<file path="config.mk">
export PLATFORM = sky130hd
export DESIGN_NAME = btn_event_reporter
export DESIGN_NICKNAME = d
export VERILOG_FILES = /design/src/rtl/btn_event_reporter_pkg.sv /design/src/rtl/btn_event_reporter_evt_fifo.sv /design/src/rtl/btn_event_reporter.sv
export SDC_FILE = /design/constraint.sdc
export NUM_CORES = 1
export LEC_CHECK = 0
export ABC_AREA = 1
export CAP_MARGIN = 20
export CORE_ASPECT_RATIO = 0.9
export CORE_MARGIN = 3
export CORE_UTILIZATION = 40
export CTS_CLUSTER_SIZE = 16
export DETAILED_ROUTE_END_ITERATION = 7
export GPL_TIMING_DRIVEN = 0
export PLACE_DENSITY = 0.59
export RECOVER_POWER = 25
export SETUP_SLACK_MARGIN = 0.1
export SLEW_MARGIN = 20
export SYNTH_ARGS = -nofsm -noshare
export SYNTH_HDL_FRONTEND = slang
export SYNTH_SLANG_ARGS = --single-unit
</file>
<file path="constraint.sdc">
create_clock -name clk -period 4.6 [get_ports clk]
set_input_delay 0.46 -clock clk [delete_from_list [all_inputs] [get_ports clk]]
set_output_delay 0.46 -clock clk [all_outputs]
set_load 0.01 [all_outputs]
</file>
<file path="src/rtl/btn_event_reporter_pkg.sv">
// Shared definitions for the button link command decoders.
//
// Holds the command byte values that travel on the SPI protocol layer,
// the field layout of a queued button event word, and the state encoding
// of the read-side serving FSM. The write-side decoder and the event
// reporter both import this package so that the command space stays in
// one place.
package btn_event_reporter_pkg;

  // Command bytes on the protocol layer
  localparam logic [7:0] CMD_WRITE_BTN    = 8'hF4;  // host -> FPGA button state
  localparam logic [7:0] CMD_READ_BTN_EVT = 8'hF5;  // host <- FPGA button events

  // Event word layout: {overflow, seq[3:0], btn[10:0]}
  localparam int EVT_W      = 16;
  localparam int OVF_BIT    = 15;
  localparam int SEQ_MSB    = 14;
  localparam int SEQ_LSB    = 11;
  localparam int BTN_MSB    = 10;
  localparam int SEQ_W      = SEQ_MSB - SEQ_LSB + 1;
  localparam int NBTN_FIXED = BTN_MSB + 1;

  // Read-side serving FSM
  typedef enum logic [2:0] {
    ST_IDLE  = 3'd0,
    ST_COUNT = 3'd1,
    ST_HI    = 3'd2,
    ST_LO    = 3'd3,
    ST_FILL  = 3'd4
  } rd_state_e;

  // Assemble one event word from its fields.
  function automatic logic [EVT_W-1:0] make_event(
    input logic                  ovf,
    input logic [SEQ_W-1:0]      seq,
    input logic [NBTN_FIXED-1:0] btn
  );
    logic [EVT_W-1:0] evt;
    evt                   = '0;
    evt[OVF_BIT]          = ovf;
    evt[SEQ_MSB:SEQ_LSB]  = seq;
    evt[BTN_MSB:0]        = btn;
    return evt;
  endfunction

endpackage

</file>
<file path="src/rtl/btn_event_reporter_evt_fifo.sv">
// evt_fifo: DEPTH x WIDTH circular buffer for button event words.
//
// Ports:
//   clk_i        system clock
//   rst_i        asynchronous active-high reset (flushes the buffer)
//   push_i       write push_data_i this cycle (ignored when full unless a
//                pop happens in the same cycle)
//   push_data_i  word to enqueue
//   pop_i        drop the head entry this cycle (ignored when empty)
//   head_o       head entry as it will be after this cycle's pop; lets the
//                consumer register the next byte in the same cycle it pops
//   full_o       occupancy == DEPTH
//   empty_o      occupancy == 0
//   count_o      occupancy, 0..DEPTH
//
// DEPTH must be a power of two (>= 2) so the pointers wrap for free.
module evt_fifo
  import btn_event_reporter_pkg::*;
#(
  parameter int DEPTH = 8,
  parameter int WIDTH = EVT_W,
  localparam int AW   = $clog2(DEPTH),
  localparam int CW   = AW + 1
) (
  input  logic             clk_i,
  input  logic             rst_i,
  input  logic             push_i,
  input  logic [WIDTH-1:0] push_data_i,
  input  logic             pop_i,
  output logic [WIDTH-1:0] head_o,
  output logic             full_o,
  output logic             empty_o,
  output logic [CW-1:0]    count_o
);

  logic [WIDTH-1:0] mem_q [DEPTH];
  logic [AW-1:0]    wr_q, wr_d;
  logic [AW-1:0]    rd_q, rd_d;
  logic [CW-1:0]    cnt_q, cnt_d;
  logic             do_push, do_pop;

  assign full_o  = (cnt_q == CW'(DEPTH));
  assign empty_o = (cnt_q == '0);
  assign count_o = cnt_q;

  // A pop frees the slot this cycle, so a push into a full buffer is
  // accepted when it coincides with a pop.
  assign do_pop  = pop_i & ~empty_o;
  assign do_push = push_i & (~full_o | do_pop);

  assign rd_d = do_pop  ? rd_q + AW'(1) : rd_q;
  assign wr_d = do_push ? wr_q + AW'(1) : wr_q;

  always_comb begin
    cnt_d = cnt_q;
    if (do_push && !do_pop) begin
      cnt_d = cnt_q + CW'(1);
    end else if (do_pop && !do_push) begin
      cnt_d = cnt_q - CW'(1);
    end
  end

  // Post-pop head: the entry the consumer will see next cycle.
  assign head_o = mem_q[rd_d];

  always_ff @(posedge clk_i or posedge rst_i) begin
    if (rst_i) begin
      wr_q  <= '0;
      rd_q  <= '0;
      cnt_q <= '0;
    end else begin
      wr_q  <= wr_d;
      rd_q  <= rd_d;
      cnt_q <= cnt_d;
    end
  end

  // Storage needs no reset: an entry is only read after it was written.
  always_ff @(posedge clk_i) begin
    if (do_push) begin
      mem_q[wr_q] <= push_data_i;
    end
  end

endmodule

</file>
<file path="src/rtl/btn_event_reporter.sv">
// btn_event_reporter: reports button changes back to the SPI host.
//
// Every cycle the button vector differs from the previous cycle an event
// word {overflow, seq[3:0], btn[10:0]} is queued. When the host sends the
// read command the block serves, on the byte-level MISO handshake, a count
// byte (occupancy snapshot) followed by that many events, high byte first,
// then 0x00 filler for any further bytes.
//
// Ports:
//   clk            system clock
//   rst            asynchronous active-high reset
//   btn_state      decoded button vector (NBTN bits, synchronous to clk)
//   pw_wdata       received byte from the protocol layer
//   pw_wcmd        pw_wdata is a command byte
//   pw_wstb        one-cycle strobe, pw_wdata valid
//   pw_end         one-cycle strobe, transaction ended (CS rise)
//   usr_miso_data  next byte for the SPI core to shift out (registered)
//   usr_miso_ack   one-cycle strobe, core latched usr_miso_data
//   irq            event queue non-empty (registered)
//   overflow       sticky drop flag, cleared once carried by an event
//
// NBTN must be 11: the event word layout has exactly 11 button bits.
module btn_event_reporter
  import btn_event_reporter_pkg::*;
#(
  parameter int         DEPTH    = 8,
  parameter int         NBTN     = 11,
  parameter logic [7:0] CMD_READ = CMD_READ_BTN_EVT
) (
  input  logic            clk,
  input  logic            rst,
  input  logic [NBTN-1:0] btn_state,
  input  logic [7:0]      pw_wdata,
  input  logic            pw_wcmd,
  input  logic            pw_wstb,
  input  logic            pw_end,
  output logic [7:0]      usr_miso_data,
  input  logic            usr_miso_ack,
  output logic            irq,
  output logic            overflow
);

  localparam int CW = $clog2(DEPTH) + 1;

  // ---------------------------------------------------------------------
  // State
  // ---------------------------------------------------------------------
  rd_state_e        state_q, state_d;
  logic [CW-1:0]    rem_q, rem_d;
  logic [SEQ_W-1:0] seq_q, seq_d;
  logic             ovf_q, ovf_d;
  logic [NBTN-1:0]  prev_q;
  logic [7:0]       data_q, data_d;
  logic             irq_q;

  // FIFO interface
  logic             fifo_push, fifo_pop;
  logic [EVT_W-1:0] fifo_head;
  logic             fifo_full, fifo_empty;
  logic [CW-1:0]    fifo_count;
  logic [EVT_W-1:0] evt;

  logic cmd_hit;
  logic btn_chg;

  assign cmd_hit = pw_wstb & pw_wcmd & (pw_wdata == CMD_READ);
  assign btn_chg = (btn_state != prev_q);

  // ---------------------------------------------------------------------
  // Capture
  // ---------------------------------------------------------------------
  assign evt = make_event(ovf_q, seq_q, btn_state[NBTN_FIXED-1:0]);

  // A change is accepted when there is room, counting the slot freed by a
  // pop in the same cycle; otherwise it is dropped and flagged.
  assign fifo_push = btn_chg & (~fifo_full | fifo_pop);

  always_comb begin
    seq_d = seq_q;
    ovf_d = ovf_q;
    if (btn_chg) begin
      if (fifo_push) begin
        seq_d = seq_q + SEQ_W'(1);
        ovf_d = 1'b0;
      end else begin
        ovf_d = 1'b1;
      end
    end
  end

  evt_fifo #(
    .DEPTH (DEPTH),
    .WIDTH (EVT_W)
  ) u_fifo (
    .clk_i       (clk),
    .rst_i       (rst),
    .push_i      (fifo_push),
    .push_data_i (evt),
    .pop_i       (fifo_pop),
    .head_o      (fifo_head),
    .full_o      (fifo_full),
    .empty_o     (fifo_empty),
    .count_o     (fifo_count)
  );

  // ---------------------------------------------------------------------
  // Read-side FSM
  // ---------------------------------------------------------------------
  // Priority: transaction end, then a (re)start command, then the byte ack.
  // An event is popped only when its low byte is acked, so a transaction
  // cut after the high byte leaves the event queued for the next read.
  assign fifo_pop = (state_q == ST_LO) & usr_miso_ack & ~pw_end & ~cmd_hit;

  always_comb begin
    state_d = state_q;
    rem_d   = rem_q;
    if (pw_end) begin
      state_d = ST_IDLE;
    end else if (cmd_hit) begin
      state_d = ST_COUNT;
      rem_d   = fifo_count;
    end else if (usr_miso_ack) begin
      unique case (state_q)
        ST_COUNT: state_d = (rem_q != '0) ? ST_HI : ST_FILL;
        ST_HI:    state_d = ST_LO;
        ST_LO: begin
          rem_d   = rem_q - CW'(1);
          state_d = (rem_q > CW'(1)) ? ST_HI : ST_FILL;
        end
        ST_FILL:  state_d = ST_FILL;
        default:  state_d = ST_IDLE;
      endcase
    end
  end

  // The output byte is derived from the next state so that it is valid one
  // cycle after the strobe. fifo_head already reflects this cycle's pop, so
  // the LO -> HI step picks up the following event directly.
  always_comb begin
    data_d = 8'h00;
    unique case (state_d)
      ST_COUNT: data_d = 8'(rem_d);
      ST_HI:    data_d = fifo_head[15:8];
      ST_LO:    data_d = fifo_head[7:0];
      default:  data_d = 8'h00;
    endcase
  end

  always_ff @(posedge clk or posedge rst) begin
    if (rst) begin
      state_q <= ST_IDLE;
      rem_q   <= '0;
      seq_q   <= '0;
      ovf_q   <= 1'b0;
      prev_q  <= '0;
      data_q  <= 8'h00;
      irq_q   <= 1'b0;
    end else begin
      state_q <= state_d;
      rem_q   <= rem_d;
      seq_q   <= seq_d;
      ovf_q   <= ovf_d;
      prev_q  <= btn_state;
      data_q  <= data_d;
      irq_q   <= ~fifo_empty;
    end
  end

  assign usr_miso_data = data_q;
  assign irq           = irq_q;
  assign overflow      = ovf_q;

endmodule
</file>
==> summary.txt, run 1 <==
Die
  • Starting Density: between 40% and 50%
  • Die height: 136 um
  • Die W: 151 um
  • Area of the core: ~0.018 mm2
  • Cell Rows: 47
  • I/O pin cnt: 35
  • Die footprint: 0.0206 mm2

Worst setup path
  • Crit-path max FO: 11
  • WP data required: 4900 ps
  • RR Endpoint: u_fifo.count_o[3]
  • Critical Path Sink Type: flip-flop
  • Crit path capture: u_fifo.count_o[3]
  • Worst Reg-to-Reg Cells: 15
  • Start of the worst register-to-register path: u_fifo.count_o[0]
  • Worst Path Arrival: 4260 ps
  • CP startpoint: btn_state[3]
  • Flop-to-flop setup slack: 950 ps
  • CP Class: in -> reg
  • Worst setup SP type: input port

Yosys
  • Mapped Area: 0.00756 mm2
  • Cells after Synth: around 710
  • Synth Warn #: 0
  • Synth async-reset ratio: 24.7%
  • Main synth FF type: edfxtp_1
  • Synth Register Bits: 170
  • Syn_nets: ~750
  • Sequential fraction of the synthesis area: approximately two thirds
  • Average instance area after synthesis: 10.6 um2
  • Post-synth EDFFs: 128
  • Yosys cell types: 39

Clock tree
  • Post_cts resized: 0
  • Root Buffer: clkbuf_16
  • Postcts setup bufs: 0
  • CTS tree: built
  • Clock buffer depth: 2
  • Clk slew on worst S/H paths: 60 ps
  • Worst-skew pair later-pin latency: around 430 ps
  • H-Tree Depth: 4
  • Cts-stage hold buffer count: 0
  • Clock sink count: 170
  • TritonCTS buffer count: 17

Power and ir drop
  • Pwr Total: 4.72 mW
  • P_leak: 3.74 nW
  • Peak supply drop: 0.000341 V
  • PwrDens: 531 mW/mm2

Status
  • Status: finished with violations
  • Failing checks: capacitance limit, slew limit

Timing
  • Final Critical Period: 3960 ps
  • Final worst path period share: 86.1%
  • Achievable Freq: 253 MHz
  • Fin. max-slew vios: 30
  • Least-Margin Pin Slew: 1760 ps
  • Final hold vios: 0
  • Rel. slew slack: -17.1%
  • Final setup vio count: 0
  • Clock skew: between 8 and 9 ps
  • Fin Hold WS: 547 ps
  • Final setup TNS: 0 ps
  • PnR worst setup slack: 641 ps
  • RSZ-0062 raised after global routing: false

Detailed routing
  • Detail Route Antenna Nets: 0
  • Via-per-instance ratio: between 4 and 5
  • Pre-antenna DRT Iters: 7
  • Total Routed Length: 17.6 mm
  • DR iter-0 viols: 424
  • Wire per inst: 17.1 um
  • Via count: 5132
  • DRC Markers: 0

Global routing
  • Vias in the first global route: around 5000
  • First-pass GRT wire length: ~27 mm
  • Total track usage: 18.0%
  • Pin count of the biggest net entering global routing: 30
  • Initial antenna violation count: 0
  • Remaining global-route overflow: 0

Placement
  • DP Area: 0.00836 mm2
  • PortBufs: 34
  • Worst slack at placement: 250 ps
  • Final estimated routing congestion in global placement: 0.805
  • Hpwl dp: 12.3 mm
  • Placed Cells: 1000

Finish
  • Leading cell type in the layout, fill and taps excluded: nand2_1
  • N_diodes: 0
  • Fraction of layout cells with a size suffix above 1: about a tenth
  • Final #Nets: 809
  • Most frequent cells in the layout: 146 x nand2_1, 128 x edfxtp_1, 123 x nand3_1
  • Finished Cell Area: 0.00890 mm2
  • Area Overhead vs Synth: 17.8%
  • Non-filler instance count after layout: 1031
  • Utilization after layout: about 48%

Min path
  • Hold-critical path depth: 2
  • HP Class: reg -> reg

Job
  • Max Cap Violations: 1
## worst max-delay path, cell delays in order
cell and delay [ps]:
dlygate4sd3_1 760, or2_2 180, nand3_1 140, nor3_1 350
nand2_1 120, nand2_1 270, clkinv_1 410, ha_1 370
inv_1 120, ha_1 280, and3_1 180, a211oi_1 250
nor2_1 70, nor2_1 90, nand2_1 70, xor2_1 140
## cells by family after synthesis
family                   synth area share [%]
buffers and inverters                    7.39
XOR/XNOR                                 1.97
AO/OA/AOI/OAI                            2.05
flip-flops                               64.8
AND/OR/NAND/NOR                          22.1
adder cells (fa/ha/maj)                  1.76
## final cells by class
| class | count | area, um2 |
|---|---|---|
| Buffer | 20 | 123 |
| Clock buffer | 22 | 454 |
| Clock inverter | 9 | 101 |
| Fill cell | 1658 | 9570 |
| Inverter | 116 | 435 |
| Multi-Input combinational cell | 406 | 2120 |
| Sequential cell | 170 | 4890 |
| Tap cell | 245 | 307 |
| Timing Repair Buffer | 43 | 460 |
## report_power, final
| group | switching (mW) | leakage [nW] | internal, mW |
|---|---|---|---|
| clock | 0.554 | 0.263 | 0.805 |
| combinational | 0.673 | 1.80 | 0.371 |
| sequential | 0.167 | 1.68 | 2.15 |
## how the worst min path moves through the flow
stage	from	end
floorplan	btn_state[0]	prev_q[0]
global placement	u_fifo.wr_q[0]	u_fifo.wr_q[0]
detailed placement	u_fifo.wr_q[0]	u_fifo.wr_q[0]
CTS	rst	prev_q[4]
global route	u_fifo.wr_q[0]	u_fifo.wr_q[0]
finish	u_fifo.wr_q[0]	u_fifo.wr_q[0]
## per-layer routing
layer / global-route usage, % / routed length (um)
met4: 5.74 / 331
met3: 4.30 / 1030
met2: 28.1 / 8200
met1: 24.9 / 8030
met5: 0 / 0
## cells in the mapped netlist, types with 3 or more instances
library cell  count  share of area, %
o211ai_1          6              0.60
o21ai_0          10              0.66
buf_4             7              0.70
or2_0             3              0.25
or2_2            11              0.91
edfxtp_1        128                51
nor3_1            5              0.33
xnor2_1           9               1.0
nand4_1           3              0.25
nand2_1         146               7.3
buf_2            11              0.73
nand2_2           5              0.41
xor2_1            8              0.93
nor2_1           33               1.6
a21oi_1           3              0.20
nand3_1         123               8.1
nand3b_1         17               1.7
dfrtp_1          42                14
ha_1              9               1.5
inv_1           114               5.7
## sequential cells by signal (all words and copies together), names as in the netlist, 3 cells and up
name            count
u_fifo.mem_q      128
u_fifo.rd_q         3
usr_miso_data       8
u_fifo.wr_q         3
seq_q               4
prev_q             11
rem_q               4
state_q             3
u_fifo.count_o      4
Note: power is estimated with default switching activity, not from simulation.
==> inputs of run 2 (changes only) <==
--- a/config.mk
+++ b/config.mk
@@ -19,4 +19,5 @@
 export SLEW_MARGIN = 20
 export SYNTH_ARGS = -nofsm -noshare
 export SYNTH_HDL_FRONTEND = slang
+export SYNTH_HIERARCHICAL = 1
 export SYNTH_SLANG_ARGS = --single-unit
==> run 2 against run 1 <==
The run now ends clean. Die area up 7.3%. Hold slack worse by 46 ps. Register-to-register slack better by 660 ps. Synthesized cell count up 20%. Clock power up 3%. Setup slack better by 550 ps. Synthesized area up 7.6%. Core utilization up 0.25 points. Via count up 13%. Non-clock buffer count up 9. Critical path type unchanged. Largest cell class unchanged. Largest power group unchanged.
==> summary.txt, run 2 <==
Yosys
  • Main synth FF type: edfxtp_1
  • Largest cells by area after synthesis: edfxtp_1 47%, dfrtp_1 13%, nand3_1 10%, nand2_1 9.0%, inv_1 7.8%
  • Most common cell in the netlist: nand2_1
  • Cells after Synth: 856
  • Mapped Area: slightly above 0.008 mm2
  • Average instance area after synthesis: 9.50 um2
  • Yosys cell types: 33
  • Leading area contributor after synthesis: edfxtp_1
  • Post-synth EDFFs: 128
  • Synth async-reset ratio: 24.7%
  • Top cells by count, synth: 194 x nand2_1, 170 x inv_1, 164 x nand3_1
  • Post-synth top area share: a little under half
  • Synth Warn #: 6
  • Sequential fraction of the synthesis area: 60.2%
  • Synth Register Bits: 170
  • Syn_nets: just under 900

Clock tree
  • Cts-stage hold buffer count: 0
  • Clock sink count: 170
  • Postcts setup bufs: 0
  • TritonCTS buffer count: 17
  • Post_cts resized: 0
  • CTS tree: built
  • H-Tree Depth: 4
  • Clock buffer depth: 2
  • Clk slew on worst S/H paths: 60 ps
  • Root Buffer: clkbuf_16
  • Worst-skew pair later-pin latency: 420 ps

Power and ir drop
  • Switching pwr: 1.79 mW
  • PwrDens: 553 mW/mm2
  • Switching fraction of total power: 34.1%
  • P_leak: 4.37 nW
  • Cell-internal power: 3.45 mW
  • Peak supply drop: 0.000398 V
  • Combinational fraction of design power: approximately 28%
  • Sequential share of power: 44.9%
  • Clock power share: 26.7%

Worst setup path
  • CP Class: in -> reg
  • Crit-path max FO: 10
  • Critical Path Sink Type: flip-flop
  • WP data required: 4900 ps
  • Worst Path Arrival: ~3700 ps
  • Flop-to-flop setup slack: 1610 ps
  • Start of the worst register-to-register path: prev_q[8]
  • Worst Reg-to-Reg Cells: 15
  • RR Endpoint: u_fifo/count_o[3]
  • Worst setup SP type: input port

Timing
  • Final setup vio count: 0
  • Clock skew: 7.17 ps
  • Achievable Freq: 294 MHz
  • Fin. max-slew vios: 0
  • Final worst path period share: 74.0%
  • RSZ-0062 raised after global routing: false
  • Final hold vios: 0
  • Final setup TNS: 0 ps
  • Least-Margin Pin Slew: 1250 ps
  • Final Critical Period: 3400 ps
  • Rel. slew slack: between 10% and 20%

Finish
  • Filler cells: 1829
  • Leading cell type in the layout, fill and taps excluded: nand2_1
  • N_diodes: 0
  • Fraction of layout cells with a size suffix above 1: 11.9%
  • Max FFs per register: roughly 130
  • Final #Nets: 952
  • Largest register by flop count: u_fifo/mem_q
  • Area Overhead vs Synth: 16.6%
  • Most frequent cells in the layout: 194 x nand2_1, 170 x inv_1, 164 x nand3_1
  • Finished Cell Area: 0.00948 mm2

Job
  • Max Cap Violations: 0

Placement
  • DP Area: 0.00893 mm2
  • Hpwl dp: ~14 mm
  • PortBufs: 34
  • Final estimated routing congestion in global placement: 0.834

Die
  • Die W: 156 um
  • I/O pin cnt: 35
  • Die footprint: 0.0221 mm2
  • Starting Density: approximately 42%
  • Cell Rows: 48
  • Area of the core: 0.0196 mm2
  • Die height: 141 um

Global routing
  • Initial antenna violation count: 0
  • First-pass GRT wire length: between 30 and 40 mm
  • Total track usage: 18.8%
  • Remaining global-route overflow: 0
  • Vias in the first global route: 5506
  • Pin count of the biggest net entering global routing: 21

Status
  • Status: finished, final reports clean

Detailed routing
  • Pre-antenna DRT Iters: 5
  • DR iter-0 viols: 405
  • Via-per-instance ratio: 4.92
  • Wire per inst: 17.0 um
  • Total Routed Length: 20.1 mm
  • Detail Route Antenna Nets: 0
  • DRC Markers: 0
  • Via count: 5810

Min path
  • HP Class: in -> async
## run 2: cell count changes in the layout (fill, tap and decap cells not counted), moves of 6 or more
cell      before  now
buf_2         11   20
inv_1        114  170
nand2_1      146  194
nand3_1      123  164
nand3b_1      17    1
nand4_1        3   15
o211ai_1       6    0
o21ai_1        1    7
or2_2         11    4
## run 2: through the flow
step                power [mW]  hold slack [ps]  util [%]  setup WS, ps  instances
finish                    5.24              501      48.4          1200       1180
global route              5.56              537      48.4           892       1180
CTS                       5.28              393      48.6          1200       1180
detailed placement        3.88              517      45.6           740       1148
global placement          3.75              515      44.9           112       1140
floorplan                 3.27              300         -          1880        856
## run 2: cells by family after synthesis
family                   count (synthesis)  synth area share (%)
adder cells (fa/ha/maj)                 10                  1.63
multiplexers                             1                 0.138
AND/OR/NAND/NOR                        437                  24.7
AO/OA/AOI/OAI                           18                  1.15
XOR/XNOR                                14                  1.74
flip-flops                             170                  60.2
buffers and inverters                  206                  10.4
## run 2: worst max path at each step
stage,from,end,slack [ps],cells past startpoint
after global routing,btn_state[3],u_fifo/count_o[3],890,18
after CTS,btn_state[3],u_fifo/count_o[3],1200,18
final,btn_state[0],u_fifo/count_o[3],1200,18
after floorplan,pw_wdata[6],u_fifo/mem_q[0][0],1880,12
after detailed placement,btn_state[3],u_fifo/count_o[3],740,18
after global placement,btn_state[0],u_fifo/mem_q[2][3],110,11
## run 2: layer usage
metal  vias to the layer above  global-route usage [%]  share of wire [%]
met5                         -                       0                  0
met4                         0                    4.51                1.2
met3                        13                    4.21                6.4
met2                       164                    28.4                 45
met1                      2757                    27.7                 47
li1                       2876                       -                  -
## run 2: cell type report
type | count | area (um2) | area share, %
timing repair buffer | 42 | 438 | 4.62
tap | 250 | 313 | 3.30
buffer | 30 | 186 | 1.97
clock buffer | 18 | 429 | 4.53
multi-input combinational | 480 | 2410 | 25.4
inverter | 176 | 663 | 6.99
clock inverter | 14 | 146 | 1.54
sequential | 170 | 4890 | 51.6
## run 2: power by group through the flow
stage          combinational, mW  clock [mW]  sequential [mW]
2_1_floorplan              0.948           0             2.33
3_3_place_gp                1.36           0             2.39
3_5_place_dp                1.49           0             2.39
4_1_cts                     1.50        1.43             2.36
5_1_grt                     1.66        1.50             2.40
6_report                    1.49        1.40             2.35
## run 2: worst max-delay path, stage by stage
cell             delay, ps
clkdlybuf4s50_1        740
inv_1                  100
nand2_1                 70
nand4_1                 90
nor2_1                 260
nand3_1                250
nand2_2                200
inv_2                   80
nand2_1                 90
inv_1                  100
ha_1                   210
inv_1                  140
ha_1                   290
a21oi_1                150
nand2_1                 80
a21oi_1                120
o21ai_0                110
xor2_1                 150
